<file path="config.mk">
export PLATFORM = sky130hd
export DESIGN_NAME = otter_prog_loader_flat
export DESIGN_NICKNAME = d
export VERILOG_FILES = /design/src/rtl/otter_prog_pkg.sv /design/src/rtl/otter_prog_loader_if.sv /design/src/rtl/otter_prog_loader_uart_rx.sv /design/src/rtl/otter_prog_loader.sv /design/src/flat_wrapper.sv
export SDC_FILE = /design/constraint.sdc
export NUM_CORES = 1
export LEC_CHECK = 0
export ABC_AREA = 1
export BUFFER_PORTS_ARGS = -buffer_cell sky130_fd_sc_hd__buf_2
export CORE_AREA = 5 5 138 140
export CTS_BUF_LIST = sky130_fd_sc_hd__clkbuf_16
export DETAILED_ROUTE_END_ITERATION = 12
export DIE_AREA = 0 0 143 145
export GPL_ROUTABILITY_DRIVEN = 0
export PLACE_DENSITY = 0.85
export SYNTH_ARGS = -nofsm -noshare
export SYNTH_HDL_FRONTEND = slang
export SYNTH_SLANG_ARGS = --single-unit
</file>
<file path="constraint.sdc">
create_clock -name clk -period 5 [get_ports clk]
set_clock_uncertainty 0.2 [all_clocks]
set_input_delay 0.75 -clock clk [delete_from_list [all_inputs] [get_ports clk]]
set_output_delay 0.75 -clock clk [all_outputs]
set_load 0.02 [all_outputs]
</file>
<file path="src/rtl/otter_prog_pkg.sv">
// Shared types and constants for the OTTER UART program loader.
package otter_prog_pkg;

   typedef enum logic [2:0] {
      IDLE,
      ADDR,
      COUNT,
      DATA,
      DONE
   } ld_state_t;

   localparam logic [7:0] MAGIC     = 8'h5A;
   localparam int         FIELD_LEN = 4;
   localparam logic [1:0] LAST_IDX  = 2'(FIELD_LEN - 1);

endpackage

</file>
<file path="src/rtl/otter_prog_loader_if.sv">
// Program-memory write port plus core-control/status lines driven by the loader.
interface otter_prog_loader_if;
   logic        prog_we;
   logic [31:0] prog_addr;
   logic [31:0] prog_data;
   logic        cpu_rst;
   logic        busy;
   logic        err;

   modport master (output prog_we, prog_addr, prog_data, cpu_rst, busy, err);
   modport slave  (input  prog_we, prog_addr, prog_data, cpu_rst, busy, err);
endinterface

</file>
<file path="src/rtl/otter_prog_loader_uart_rx.sv">
// 8N1 UART receiver: synchronised RX, half-bit start validation, centre sampling,
// one-cycle valid or frame_err pulse after the stop-bit sample.
module uart_rx #(
   parameter int CLKS_PER_BIT = 868
) (
   input  logic       clk,
   input  logic       rst_n,
   input  logic       rx,
   output logic [7:0] rx_byte,
   output logic       valid,
   output logic       frame_err
);
   typedef enum logic [1:0] {RX_IDLE, RX_START, RX_BITS, RX_STOP} rx_state_t;

   localparam int            CW   = $clog2(CLKS_PER_BIT);
   localparam logic [CW-1:0] FULL = CW'(CLKS_PER_BIT - 1);
   localparam logic [CW-1:0] HALF = CW'(CLKS_PER_BIT / 2 - 1);

   rx_state_t     state_reg, state_next;
   logic [CW-1:0] cnt_reg, cnt_next;
   logic [2:0]    bit_reg, bit_next;
   logic [7:0]    sh_reg, sh_next;
   logic          valid_reg, valid_next;
   logic          ferr_reg, ferr_next;
   logic          sync1_reg, sync2_reg, prev_reg;
   logic          fall;

   assign fall      = prev_reg & ~sync2_reg;
   assign rx_byte   = sh_reg;
   assign valid     = valid_reg;
   assign frame_err = ferr_reg;

   always_ff @(posedge clk or negedge rst_n) begin
      if (!rst_n) begin
         sync1_reg <= 1'b1;
         sync2_reg <= 1'b1;
         prev_reg  <= 1'b1;
         state_reg <= RX_IDLE;
         cnt_reg   <= '0;
         bit_reg   <= '0;
         sh_reg    <= '0;
         valid_reg <= 1'b0;
         ferr_reg  <= 1'b0;
      end else begin
         sync1_reg <= rx;
         sync2_reg <= sync1_reg;
         prev_reg  <= sync2_reg;
         state_reg <= state_next;
         cnt_reg   <= cnt_next;
         bit_reg   <= bit_next;
         sh_reg    <= sh_next;
         valid_reg <= valid_next;
         ferr_reg  <= ferr_next;
      end
   end

   always_comb begin
      state_next = state_reg;
      cnt_next   = cnt_reg;
      bit_next   = bit_reg;
      sh_next    = sh_reg;
      valid_next = 1'b0;
      ferr_next  = 1'b0;
      case (state_reg)
         RX_IDLE: begin
            cnt_next = '0;
            if (fall) state_next = RX_START;
         end
         RX_START: begin
            // A start bit that is high again at half-bit was a glitch.
            if (cnt_reg == HALF) begin
               cnt_next   = '0;
               bit_next   = '0;
               state_next = sync2_reg ? RX_IDLE : RX_BITS;
            end else begin
               cnt_next = cnt_reg + 1'b1;
            end
         end
         RX_BITS: begin
            if (cnt_reg == FULL) begin
               cnt_next = '0;
               sh_next  = {sync2_reg, sh_reg[7:1]};
               bit_next = bit_reg + 3'd1;
               if (bit_reg == 3'd7) state_next = RX_STOP;
            end else begin
               cnt_next = cnt_reg + 1'b1;
            end
         end
         RX_STOP: begin
            if (cnt_reg == FULL) begin
               state_next = RX_IDLE;
               valid_next = sync2_reg;
               ferr_next  = ~sync2_reg;
            end else begin
               cnt_next = cnt_reg + 1'b1;
            end
         end
         default: state_next = RX_IDLE;
      endcase
   end

endmodule

</file>
<file path="src/rtl/otter_prog_loader.sv">
// Receives a magic/address/count/data frame over UART and streams it as word
// writes into OTTER program memory while holding the core in reset.
module otter_prog_loader
   import otter_prog_pkg::*;
#(
   parameter int CLKS_PER_BIT = 868,
   parameter int TIMEOUT_CYC  = 10_000_000
) (
   input  logic                clk,
   input  logic                rst_n,
   input  logic                rx,
   otter_prog_loader_if.master prog
);
   logic [7:0]  rx_byte;
   logic        rx_valid, rx_ferr;

   uart_rx #(.CLKS_PER_BIT(CLKS_PER_BIT)) u_rx (
      .clk       (clk),
      .rst_n     (rst_n),
      .rx        (rx),
      .rx_byte   (rx_byte),
      .valid     (rx_valid),
      .frame_err (rx_ferr)
   );

   ld_state_t   state_reg, state_next;
   logic [1:0]  idx_reg, idx_next;
   logic [23:0] field_reg, field_next;
   logic [31:0] addr_reg, addr_next;
   logic [31:0] cnt_reg, cnt_next;
   logic [31:0] tmo_reg, tmo_next;
   logic        we_reg, we_next;
   logic [31:0] paddr_reg, paddr_next;
   logic [31:0] pdata_reg, pdata_next;
   logic        err_reg, err_next;
   logic        cpu_rst_reg, first_reg;
   logic [31:0] field_full;
   logic        tmo_hit;

   // Fields arrive LSB first, so the newest byte lands on top.
   assign field_full = {rx_byte, field_reg};
   assign tmo_hit    = (tmo_reg == 32'(TIMEOUT_CYC - 1)) && !rx_valid;

   assign prog.prog_we   = we_reg;
   assign prog.prog_addr = paddr_reg;
   assign prog.prog_data = pdata_reg;
   assign prog.cpu_rst   = cpu_rst_reg;
   assign prog.busy      = (state_reg != IDLE);
   assign prog.err       = err_reg;

   always_ff @(posedge clk or negedge rst_n) begin
      if (!rst_n) begin
         state_reg   <= IDLE;
         idx_reg     <= '0;
         field_reg   <= '0;
         addr_reg    <= '0;
         cnt_reg     <= '0;
         tmo_reg     <= '0;
         we_reg      <= 1'b0;
         paddr_reg   <= '0;
         pdata_reg   <= '0;
         err_reg     <= 1'b0;
         cpu_rst_reg <= 1'b1;
         first_reg   <= 1'b1;
      end else begin
         state_reg   <= state_next;
         idx_reg     <= idx_next;
         field_reg   <= field_next;
         addr_reg    <= addr_next;
         cnt_reg     <= cnt_next;
         tmo_reg     <= tmo_next;
         we_reg      <= we_next;
         paddr_reg   <= paddr_next;
         pdata_reg   <= pdata_next;
         err_reg     <= err_next;
         // Core stays held for one full cycle after reset release or after returning to IDLE.
         cpu_rst_reg <= (state_reg != IDLE) || first_reg;
         first_reg   <= 1'b0;
      end
   end

   always_comb begin
      state_next = state_reg;
      idx_next   = idx_reg;
      field_next = field_reg;
      addr_next  = addr_reg;
      cnt_next   = cnt_reg;
      tmo_next   = '0;
      we_next    = 1'b0;
      paddr_next = paddr_reg;
      pdata_next = pdata_reg;
      err_next   = err_reg;
      case (state_reg)
         IDLE: begin
            idx_next = '0;
            if (rx_valid && rx_byte == MAGIC) begin
               state_next = ADDR;
               err_next   = 1'b0;
            end
         end
         DONE: begin
            state_next = IDLE;
            if (rx_ferr) err_next = 1'b1;
         end
         default: begin
            tmo_next = rx_valid ? '0 : tmo_reg + 32'd1;
            if (rx_ferr || tmo_hit) begin
               state_next = IDLE;
               err_next   = 1'b1;
               idx_next   = '0;
               tmo_next   = '0;
            end else if (rx_valid) begin
               idx_next   = idx_reg + 2'd1;
               field_next = field_full[31:8];
               if (idx_reg == LAST_IDX) begin
                  case (state_reg)
                     ADDR: begin
                        addr_next  = {field_full[31:2], 2'b00};
                        state_next = COUNT;
                     end
                     COUNT: begin
                        cnt_next   = field_full;
                        state_next = (field_full == 32'd0) ? DONE : DATA;
                     end
                     default: begin
                        we_next    = 1'b1;
                        paddr_next = addr_reg;
                        pdata_next = field_full;
                        addr_next  = addr_reg + 32'd4;
                        cnt_next   = cnt_reg - 32'd1;
                        if (cnt_reg == 32'd1) state_next = DONE;
                     end
                  endcase
               end
            end
         end
      endcase
   end

endmodule

</file>
<file path="src/flat_wrapper.sv">
// flat-port wrapper written by rule: the top's interface ports become plain ports
module otter_prog_loader_flat import otter_prog_pkg::*;
#(
   parameter int CLKS_PER_BIT = 868,
   parameter int TIMEOUT_CYC  = 10_000_000
)
  (clk, rst_n, rx, prog_prog_we, prog_prog_addr, prog_prog_data, prog_cpu_rst, prog_busy, prog_err);
  otter_prog_loader_if prog_i ();
  input  logic clk;
  input  logic rst_n;
  input  logic rx;
  output wire logic [$bits(prog_i.prog_we)-1:0] prog_prog_we;
  output wire logic [$bits(prog_i.prog_addr)-1:0] prog_prog_addr;
  output wire logic [$bits(prog_i.prog_data)-1:0] prog_prog_data;
  output wire logic [$bits(prog_i.cpu_rst)-1:0] prog_cpu_rst;
  output wire logic [$bits(prog_i.busy)-1:0] prog_busy;
  output wire logic [$bits(prog_i.err)-1:0] prog_err;
  assign prog_prog_we = prog_i.prog_we;
  assign prog_prog_addr = prog_i.prog_addr;
  assign prog_prog_data = prog_i.prog_data;
  assign prog_cpu_rst = prog_i.cpu_rst;
  assign prog_busy = prog_i.busy;
  assign prog_err = prog_i.err;
  otter_prog_loader #(.CLKS_PER_BIT(CLKS_PER_BIT), .TIMEOUT_CYC(TIMEOUT_CYC)) u_core (.clk(clk), .rst_n(rst_n), .rx(rx), .prog(prog_i));
endmodule
</file>
==> results of run 1 <==
==> cell type report <==
class,count,area (um^2)
Fill cell,1462,5150
Clock inverter,19,125
Sequential cell,217,5440
Clock buffer,23,576
Multi-Input combinational cell,1136,5120
Inverter,167,627
Timing Repair Buffer,74,395
Tap cell,229,287
==> worst min-delay path by stage <==
stage,start,endpoint,slack (ns),cells past startpoint
6_report,rst_n,u_core.tmo_reg[17],0.14,1
2_1_floorplan,u_core.u_rx.sync1_reg,u_core.u_rx.sync2_reg,0.15,0
3_5_place_dp,u_core.u_rx.sync1_reg,u_core.u_rx.sync2_reg,0.16,0
4_1_cts,rx,u_core.u_rx.sync1_reg,0.12,1
5_1_grt,rx,u_core.u_rx.sync1_reg,0.12,1
3_3_place_gp,u_core.u_rx.sync1_reg,u_core.u_rx.sync2_reg,0.15,0
==> metrics by stage <==
stage                     utilization (%)  instance area, um^2  hold WS, ns  setup slack (ns)
final                                70.9                12600        0.137              1.61
after floorplan                         -                11400        0.145              3.04
after detailed placement             67.0                11900        0.157              1.76
after CTS                            70.9                12600        0.124              1.71
after global placement               67.0                11900        0.146              1.85
after global routing                 70.9                12600        0.120              1.33
==> cells in the final DEF, fill, tap and decap left out, types with 23 or more instances in the layout <==
| cell type | instances |
|---|---|
| buf_2 | 67 |
| clkbuf_16 | 23 |
| dfrtp_1 | 212 |
| inv_1 | 163 |
| nand2_1 | 510 |
| nand3_1 | 98 |
| nor2_1 | 202 |
| nor3_1 | 32 |
| o21ai_0 | 100 |
| o21ai_1 | 72 |
| xor2_1 | 30 |
==> where the power goes <==
group | total, mW | internal [mW] | leakage [nW] | switching [mW]
clock | 1.60 | 0.893 | 0.348 | 0.705
sequential | 1.81 | 1.79 | 3.00 | 0.0238
combinational | 0.133 | 0.0411 | 2.89 | 0.0918
total | 3.54 | 2.72 | 6.24 | 0.821
==> per-layer routing <==
layer | vias to the layer above | routed length (um) | GRT usage, %
met1 | 4882 | 12100 | 39.2
met3 | 73 | 2190 | 4.44
li1 | 5079 | - | -
met2 | 426 | 13400 | 44.1
met5 | - | 0 | 0
met4 | 0 | 824 | 7.89
==> cell families after synthesis <==
group | count (synthesis) | share of synthesized area, %
multiplexers | 1 | 0.0876
AND/OR/NAND/NOR | 885 | 31.7
buffers and inverters | 214 | 7.68
XOR/XNOR | 37 | 2.84
other | 1 | 0.0328
adder cells (fa/ha/maj) | 9 | 0.986
AO/OA/AOI/OAI | 201 | 9.11
flip-flops | 217 | 47.6
==> summary.md, run 1 <==
| Metric | Value |
|---|---|
| Outcome | finished clean |
| Max Cap Viol | 0 |
| Wire per inst | 15.3 um |
| # nets final | 1631 |
| Total CTS buffers | 23 |
| Avg Inst Size Synth | 7.30 um^2 |
| Register area share after synthesis | 47.6% |
| Critical path depth in cells | 9 |
| Worst R2R Start | u_core.state_reg[2] |
| Post-route ant nets | 0 |
| Initial Util | 64.5% |
| Die X | 143 um |
| H-tree depth | 1 |
| Total congestion overflow | 0 |
| Setup crit end kind | flip-flop |
| Required time worst endpoint | 5.23 ns |
| Yosys warns | 0 |
| Drt first-iter violations | 1257 |
| CP peak stage delay | 0.66 ns |
| Critical Path Source | u_core.state_reg[2] |
| Peak supply drop | 0.000338 V |
| Postcts setup bufs | 0 |
| Post-synthesis cell type count | 38 |
| FMAX | 295 MHz |
| First-pass DRT Iterations | 6 |
| Count leader, synth | nand2_1 |
| Cells after synthesis | 1565 |
| # hold bufs at CTS | 0 |
| Fraction of registers with async set or reset after synthesis | 100% |
| CTS max path bufs | 3 |
| Cells on worst reg2reg path | 9 |
| Row count | 49 |
| RSZ-0062 raised after global routing | false |
| Initial antenna violation count | 0 |
| Total track usage | 27.6% |
| Worst-path clk slew | 0.07 ns |
| Number of synthesized register bits | 217 |
| Largest net degree at the start of global routing | 132 |
| Root Buffer Master | clkbuf_16 |
| Top cells by area, synth | dfrtp_1 46%, nand2_1 17%, nor2_1 6.6% |
| Port Buffers | 68 |
| Slowest-stage cell, CP | nor2_2 |
| First-pass GRT wire length | 47600 um |
| Number of flops mapped to enable cells by yosys | 0 |
| HP Class | in -> async |
| Die Y | 145 um |
| Post-layout min period | 3.39 ns |
| Lkg Pwr | 6.24 nW |
| Final non-filler cell total | 1865 |
| WL final | 28600 um |
| Die area | 20700 um^2 |
| Top FF cell, synth | dfrtp_1 |
| Synth area leader | dfrtp_1 |
| DRC Markers | 0 |
| Vias in the first global route | 9714 |
| Nature of the critical path startpoint | flip-flop |
| Tcrit/Tclk final | 67.8% |
| Slew headroom | 31.6% |
| Critical path arrival | 3.62 ns |
| Area grow syn2layout | 10.0% |
| WP buf/inv | 3 |
| Diode count | 0 |
| PostCTS Resize Cnt | 0 |
| Post-synth top cells | 510 x nand2_1, 212 x dfrtp_1, 202 x nor2_1, 161 x inv_1, 100 x o21ai_0 |
| Pwr/cell area | 282 nW/um^2 |
| Top-area cell type share of the netlist area | 46.4% |
| Placed Cells incl. Taps | 1823 |
| Worst-path fanout max | 28 |
| Worst Tran Pin Value | 1.02 ns |
| CORE AREA | 17700 um^2 |
| Setup violators final | 0 |
| R2R setup slack | 1.61 ns |
| Kind of critical path | reg -> reg |
| Clk_lat worst skew | 0.52 ns |
| CP cell instances | nor2_1, nand2_1, inv_1, nor2_1, inv_1, nor2_2, buf_4, nand3_1, o21ai_0 |
| Number of clock sinks | 217 |
| CP top delay family | simple AND/OR/NAND/NOR gates |
| Fin. Hold Viols | 0 |
| Post-Syn Area | 11400 um^2 |
| Max Slew Vio Count | 0 |
| Vias post-DR | 10.5k |
| Ports | 71 |
| Vias per inst | 5.61 |
| Setup crit end | u_core.cnt_reg[17] |
| Power Total | 3.54 mW |
| TritonCTS clock tree | built |
| Setup_tns | 0 ns |
| Detailed placement HPWL | 20300 um |
| Worst R2R End | u_core.cnt_reg[17] |
| Layout cells sized above 1 | 8.13% |
No activity file was read; power rests on OpenSTA's default activity.
==> run 2, diff against run 1 <==
CORE_AREA = 5 5 143 145   (was 5 5 138 140)
DIE_AREA = 0 0 148 150   (was 0 0 143 145)
PLACE_DENSITY = 0.79   (was 0.85)
clock period = 3.35 ns   (was 5 ns; I/O delays follow)
==> summary.md, run 2 (synthesis gave the netlist of run 1 again) <==
| Metric | Value |
|---|---|
| # nets final | 1644 (+0.80%) |
| Total track usage | 26.9% (-0.71 points) |
| Setup crit end kind | primary output |
| Die area | 22200 um^2 (+7.1%) |
| Diode count | 0 (unchanged) |
| Root Buffer Master | clkbuf_16 |
| Critical path arrival | 1.99 ns (-1.63 ns) |
| Setup violators final | 0 (unchanged) |
| FMAX | 372 MHz |
| Die Y | 150 um (+3.4%) |
| Pwr/cell area | 440 nW/um^2 (+56%) |
| Critical path depth in cells | 5 (-4) |
| Net Sw Frac | 22.2% (-1.0 points) |
| Clock power frac | 48.5% (+3.4 points) |
| Required time worst endpoint | 2.65 ns (-2.58 ns) |
| Max Slew Vio Count | 0 (unchanged) |
| Lkg Pwr | 6.39 nW (+2.3%) |
| Critical Path Source | u_core.state_reg[1] |
| CORE AREA | 19100 um^2 (+7.7%) |
| Final instance area | 12800 um^2 (+2.1%) |
| Slew headroom | 49.6% (+18 points) |
| Peak supply drop | 0.000358 V (+5.8%) |
| WP buf/inv | 3 (unchanged) |
| Slowest-stage cell, CP | dfrtp_1 |
| Clk_lat worst skew | 0.52 ns (about the same) |
| Sequential Power Share | 47.8% (-3.3 points) |
| Vias in the first global route | 9886 (+1.8%) |
| Initial antenna violation count | 0 (unchanged) |
| Layout cells sized above 1 | 8.79% (+0.66 points) |
| Detailed placement HPWL | 20500 um (+1.2%) |
| Ports | 71 (unchanged) |
| Tcrit/Tclk final | 80.3% |
| CP cell instances | nor2_1, inv_1, nor2_1, inv_1, buf_2 |
| Kind of critical path | reg -> out |
| R2R setup slack | 0.70 ns (-0.91 ns) |
| HP Class | reg -> reg |
| Worst-path fanout max | 6 (-79%) |
| Total CTS buffers | 24 (+4.3%) |
| Worst R2R Start | u_core.state_reg[2] |
| Worst Tran Pin Value | 0.756 ns (-0.268 ns) |
| Number of clock sinks | 217 (unchanged) |
| Outcome | finished clean |
| Drt first-iter violations | 979 (-22%) |
| Hold path depth | 0 |
| H-tree depth | 1 (unchanged) |
| RSZ-0062 raised after global routing | false |
| Worst Hold End | u_core.u_rx.sync2_reg |
| DRC Markers | 0 (unchanged) |
| Setup_tns | 0 ns (unchanged) |
| Nature of the critical path startpoint | flip-flop |
| WL final | 29200 um (+2.2%) |
| TritonCTS clock tree | built |
| Initial Util | 59.9% (-4.6 points) |
| PostCTS Resize Cnt | 0 (unchanged) |
| Most common cell after layout, fill and taps aside | nand2_1 |
| Row count | 51 (+4.1%) |
| Die X | 148 um (+3.5%) |
| Worst R2R End | u_core.cnt_reg[10] |
| Sw Pwr | 1.25 mW (+52%) |
| First-pass GRT wire length | 49100 um (+3.2%) |
| Internal power | 4.39 mW (+62%) |
| Vias post-DR | 10.5k (-0.076%) |
| Vias per inst | 5.54 (-1.3%) |
| Cells on worst reg2reg path | 10 (+1) |
| Combinational fraction of design power | 3.7% (about the same) |
| HP Start | u_core.u_rx.sync1_reg |
| CP peak stage delay | 0.42 ns (-0.24 ns) |
| Post-route ant nets | 0 (unchanged) |
| Fin. Hold Viols | 0 (unchanged) |
| Post-layout min period | 2.69 ns |
| Wire per inst | 15.5 um (+0.99%) |
| Worst hold slack | 0.164 ns (+0.0262 ns) |
| Total congestion overflow | 0 (unchanged) |
| Worst-path clk slew | 0.07 ns (about the same) |
| DP Area | 12000 um^2 (+1.0%) |
| Most frequent cells in the layout | 510 x nand2_1, 212 x dfrtp_1, 202 x nor2_1 |
| Postcts setup bufs | 0 (unchanged) |
| CTS max path bufs | 3 (unchanged) |
| CP top delay family | simple AND/OR/NAND/NOR gates |
| Max Cap Viol | 0 (unchanged) |
| First-pass DRT Iterations | 5 (-1) |
| Largest net degree at the start of global routing | 79 (-40%) |
| Area grow syn2layout | 12.4% |
| Port Buffers | 68 (unchanged) |
[run 2: changes by cell type in the layout (fill, tap and decap cells not counted)]
cell,before,now
bufinv_16,1,4
clkinv_1,7,3
buf_4,6,13
clkinv_2,4,2
inv_1,163,167
clkbuf_16,23,25
dlygate4sd3_1,0,2
buf_12,0,3
clkinvlp_4,2,1
[run 2: worst max-delay path by stage]
stage,end,slack [ns]
floorplan,u_core.field_reg[17],1.43
global placement,u_core.prog.prog_data[6],0.84
detailed placement,u_core.prog.prog_data[15],0.79
CTS,prog_busy,0.67
global route,u_core.cnt_reg[14],0.50
finish,prog_busy,0.66
[run 2: power by group through the flow]
stage               registers [mW]  clock network (mW)  logic, mW
floorplan                     2.74                   0      0.123
global placement              2.74                   0      0.202
detailed placement            2.75                   0      0.211
CTS                           2.70                2.77      0.213
global route                  2.71                2.88      0.245
finish                        2.70                2.74      0.206
[run 2: cell type report]
class | instances | area, um^2
timing repair buffer | 86 | 528
clock buffer | 25 | 626
inverter | 167 | 627
tap | 238 | 298
clock inverter | 19 | 198
multi-input combinational | 1136 | 5120
fill | 1582 | 6240
sequential | 217 | 5440
[run 2: worst register-to-register path, delay by kind of cell (launching register included)]
kind	cells	cell delay (ns)
AND/OR/NAND/NOR	5	0.97
buffers and inverters	4	0.87
flip-flops	1	0.42
AO/OA/AOI/OAI	1	0.08
[run 2: per-layer routing]
layer	global-route usage (%)	wire (um)	vias up
li1	-	-	5110
met3	4.66	2080	66
met1	36.4	12700	4894
met5	0	0	-
met4	8.68	808	0
met2	44.4	13700	382
[run 2: through the flow]
stage	setup WS (ns)	power, mW	std cells	utilization [%]
finish	0.660	5.64	1888	67.3
global route	0.499	5.84	1888	67.3
CTS	0.672	5.68	1888	67.3
detailed placement	0.791	2.96	1842	62.9
global placement	0.841	2.95	1842	62.9
floorplan	1.43	2.86	1567	-
[run 2: timing repair]
action / in CTS / in global routing
endpoints found under the setup margin: 0 / 0
endpoints found under the hold margin: 74 / 0
hold buffers: 2 / 0
==> run 3, diff against run 2 <==
clock period = 2.8 ns   (was 3.35 ns; I/O delays follow)
==> summary.md, run 3 (synthesis gave the netlist of run 1 again) <==
| Metric | Value |
|---|---|
| DRC Markers | 0 (unchanged) |
| CP cell instances | nor2_1, inv_1, nor2_1, inv_1, buf_2 |
| Slowest-stage cell, CP | dfrtp_1 |
| Layout cells sized above 1 | 8.48% (-0.31 points) |
| Worst Slack Setup Final | 0.161 ns (-0.500 ns) |
| DP Area | 12000 um^2 (+0.27%) |
| Worst hold slack | 0.167 ns (+0.00303 ns) |
| CP top delay family | simple AND/OR/NAND/NOR gates |
| Post-route ant nets | 0 (unchanged) |
| FMAX | 379 MHz |
| Wire per inst | 15.4 um (-0.50%) |
| First-pass DRT Iterations | 6 (+1) |
| Initial antenna violation count | 0 (unchanged) |
| H-tree depth | 1 (unchanged) |
| Most common cell after layout, fill and taps aside | nand2_1 |
| Worst Tran Pin Value | 0.605 ns (-0.151 ns) |
| Kind of critical path | reg -> out |
| Worst-path fanout max | 6 (unchanged) |
| FF+latch area | 5440 um^2 (unchanged) |
| Slew headroom | 59.3% (+9.8 points) |
| HP Start | u_core.u_rx.sync1_reg |
| TritonCTS clock tree | built |
| Die X | 148 um (unchanged) |
| Layout fillers | 1642 (+3.8%) |
| Worst Hold End | u_core.u_rx.sync2_reg |
| Power Total | 6.42 mW (+14%) |
| Postcts setup bufs | 0 (unchanged) |
| Final non-filler cell total | 1889 (+0.053%) |
| R2R setup slack | 0.44 ns (-0.26 ns) |
| Area occupied by multi-input gates | 5120 um^2 (unchanged) |
| Worst-path clk slew | 0.06 ns (about the same) |
| Setup crit end kind | primary output |
| CORE AREA | 19100 um^2 (unchanged) |
| Cells on worst reg2reg path | 10 (unchanged) |
| Nature of the critical path startpoint | flip-flop |
| Die area | 22200 um^2 (unchanged) |
| Worst R2R End | u_core.addr_reg[16] |
| Fin. Hold Viols | 0 (unchanged) |
| Detailed placement HPWL | 20500 um (about the same) |
| Vias per inst | 5.51 (-0.45%) |
| Outcome | finished clean |
| Peak supply drop | 0.000426 V (+19%) |
| Total track usage | 26.7% (-0.21 points) |
| Number of clock sinks | 217 (unchanged) |
| Largest net degree at the start of global routing | 68 (-14%) |
| Most frequent cells in the layout | 510 x nand2_1, 212 x dfrtp_1, 202 x nor2_1 |
| Total congestion overflow | 0 (unchanged) |
| Critical path arrival | 2.02 ns (+0.03 ns) |
| Max Slew Vio Count | 0 (unchanged) |
| Placed Cells incl. Taps | 1843 (+0.054%) |
| Setup violators final | 0 (unchanged) |
| Die Y | 150 um (unchanged) |
| WL final | 29100 um (-0.45%) |
| Lkg Pwr | 6.36 nW (-0.45%) |
| HP Class | reg -> reg |
| Worst R2R Start | u_core.tmo_reg[0] |
| DP Worst Slack | 0.488 ns (-0.303 ns) |
| Total CTS buffers | 24 (unchanged) |
| Pwr/cell area | 502 nW/um^2 (+14%) |
| Diode count | 0 (unchanged) |
| First-pass GRT wire length | 48800 um (-0.49%) |
| Hold path depth | 0 (unchanged) |
| Area grow syn2layout | 11.8% |
| WP buf/inv | 3 (unchanged) |
| Drt first-iter violations | 949 (-3.1%) |
| Port Buffers | 68 (unchanged) |
| Setup_tns | 0 ns (unchanged) |
| Tcrit/Tclk final | 94.3% |
| Layout Utilization | 66.9% (-0.33 points) |
| CP peak stage delay | 0.41 ns (about the same) |
| Row count | 51 (unchanged) |
| Vias post-DR | 10.4k (-0.40%) |
| Initial Util | 59.9% (unchanged) |
| Vias in the first global route | 9850 (-0.36%) |
| Root Buffer Master | clkbuf_16 |
| Required time worst endpoint | 2.18 ns (-0.47 ns) |
| Critical path depth in cells | 5 (unchanged) |
| RSZ-0062 raised after global routing | false |
| # nets final | 1645 (+0.061%) |
| Max Cap Viol | 0 (unchanged) |
| Clk_lat worst skew | 0.52 ns (about the same) |
| Post-layout min period | 2.64 ns |
| CTS max path bufs | 3 (unchanged) |
| Ports | 71 (unchanged) |
| Final instance area | 12800 um^2 (-0.50%) |
run 3: final cells by class:
class                           instances  area share (%)
Multi-Input combinational cell       1136            40.1
Tap cell                              238            2.33
Timing Repair Buffer                   87            4.39
Clock inverter                         19           0.793
Inverter                              167            4.91
Sequential cell                       217            42.6
Clock buffer                           25            4.90
run 3: how the worst max path moves through the flow:
stage                              startpoint                    to  slack (ns)
after floorplan             u_core.tmo_reg[0]  u_core.field_reg[17]        0.88
after global placement      u_core.tmo_reg[0]   u_core.addr_reg[28]        0.58
after detailed placement    u_core.tmo_reg[0]   u_core.addr_reg[16]        0.49
after CTS                 u_core.state_reg[0]             prog_busy        0.18
after global routing      u_core.state_reg[0]             prog_busy        0.04
final                     u_core.state_reg[0]             prog_busy        0.16
run 3: routing by layer:
metal  wire length, um  GRT usage, %  vias up
met5                 0             0        -
met4               818          8.31        0
met3              1850          3.60       63
met2             13500          43.2      383
met1             12900          37.7     4881
li1                  -             -     5083
run 3: report_power, final:
| group | total [mW] | leakage, nW | internal [mW] | switching [mW] |
|---|---|---|---|---|
| clock network | 2.93 | 0.380 | 1.69 | 1.24 |
| logic | 0.256 | 2.98 | 0.0828 | 0.173 |
| registers | 3.23 | 3.00 | 3.19 | 0.0433 |
run 3: repair_timing:
item                                   in CTS  in global routing
endpoints found under the hold margin      61                  0
gates resized for setup                     0                  0
hold buffers                                2                  0
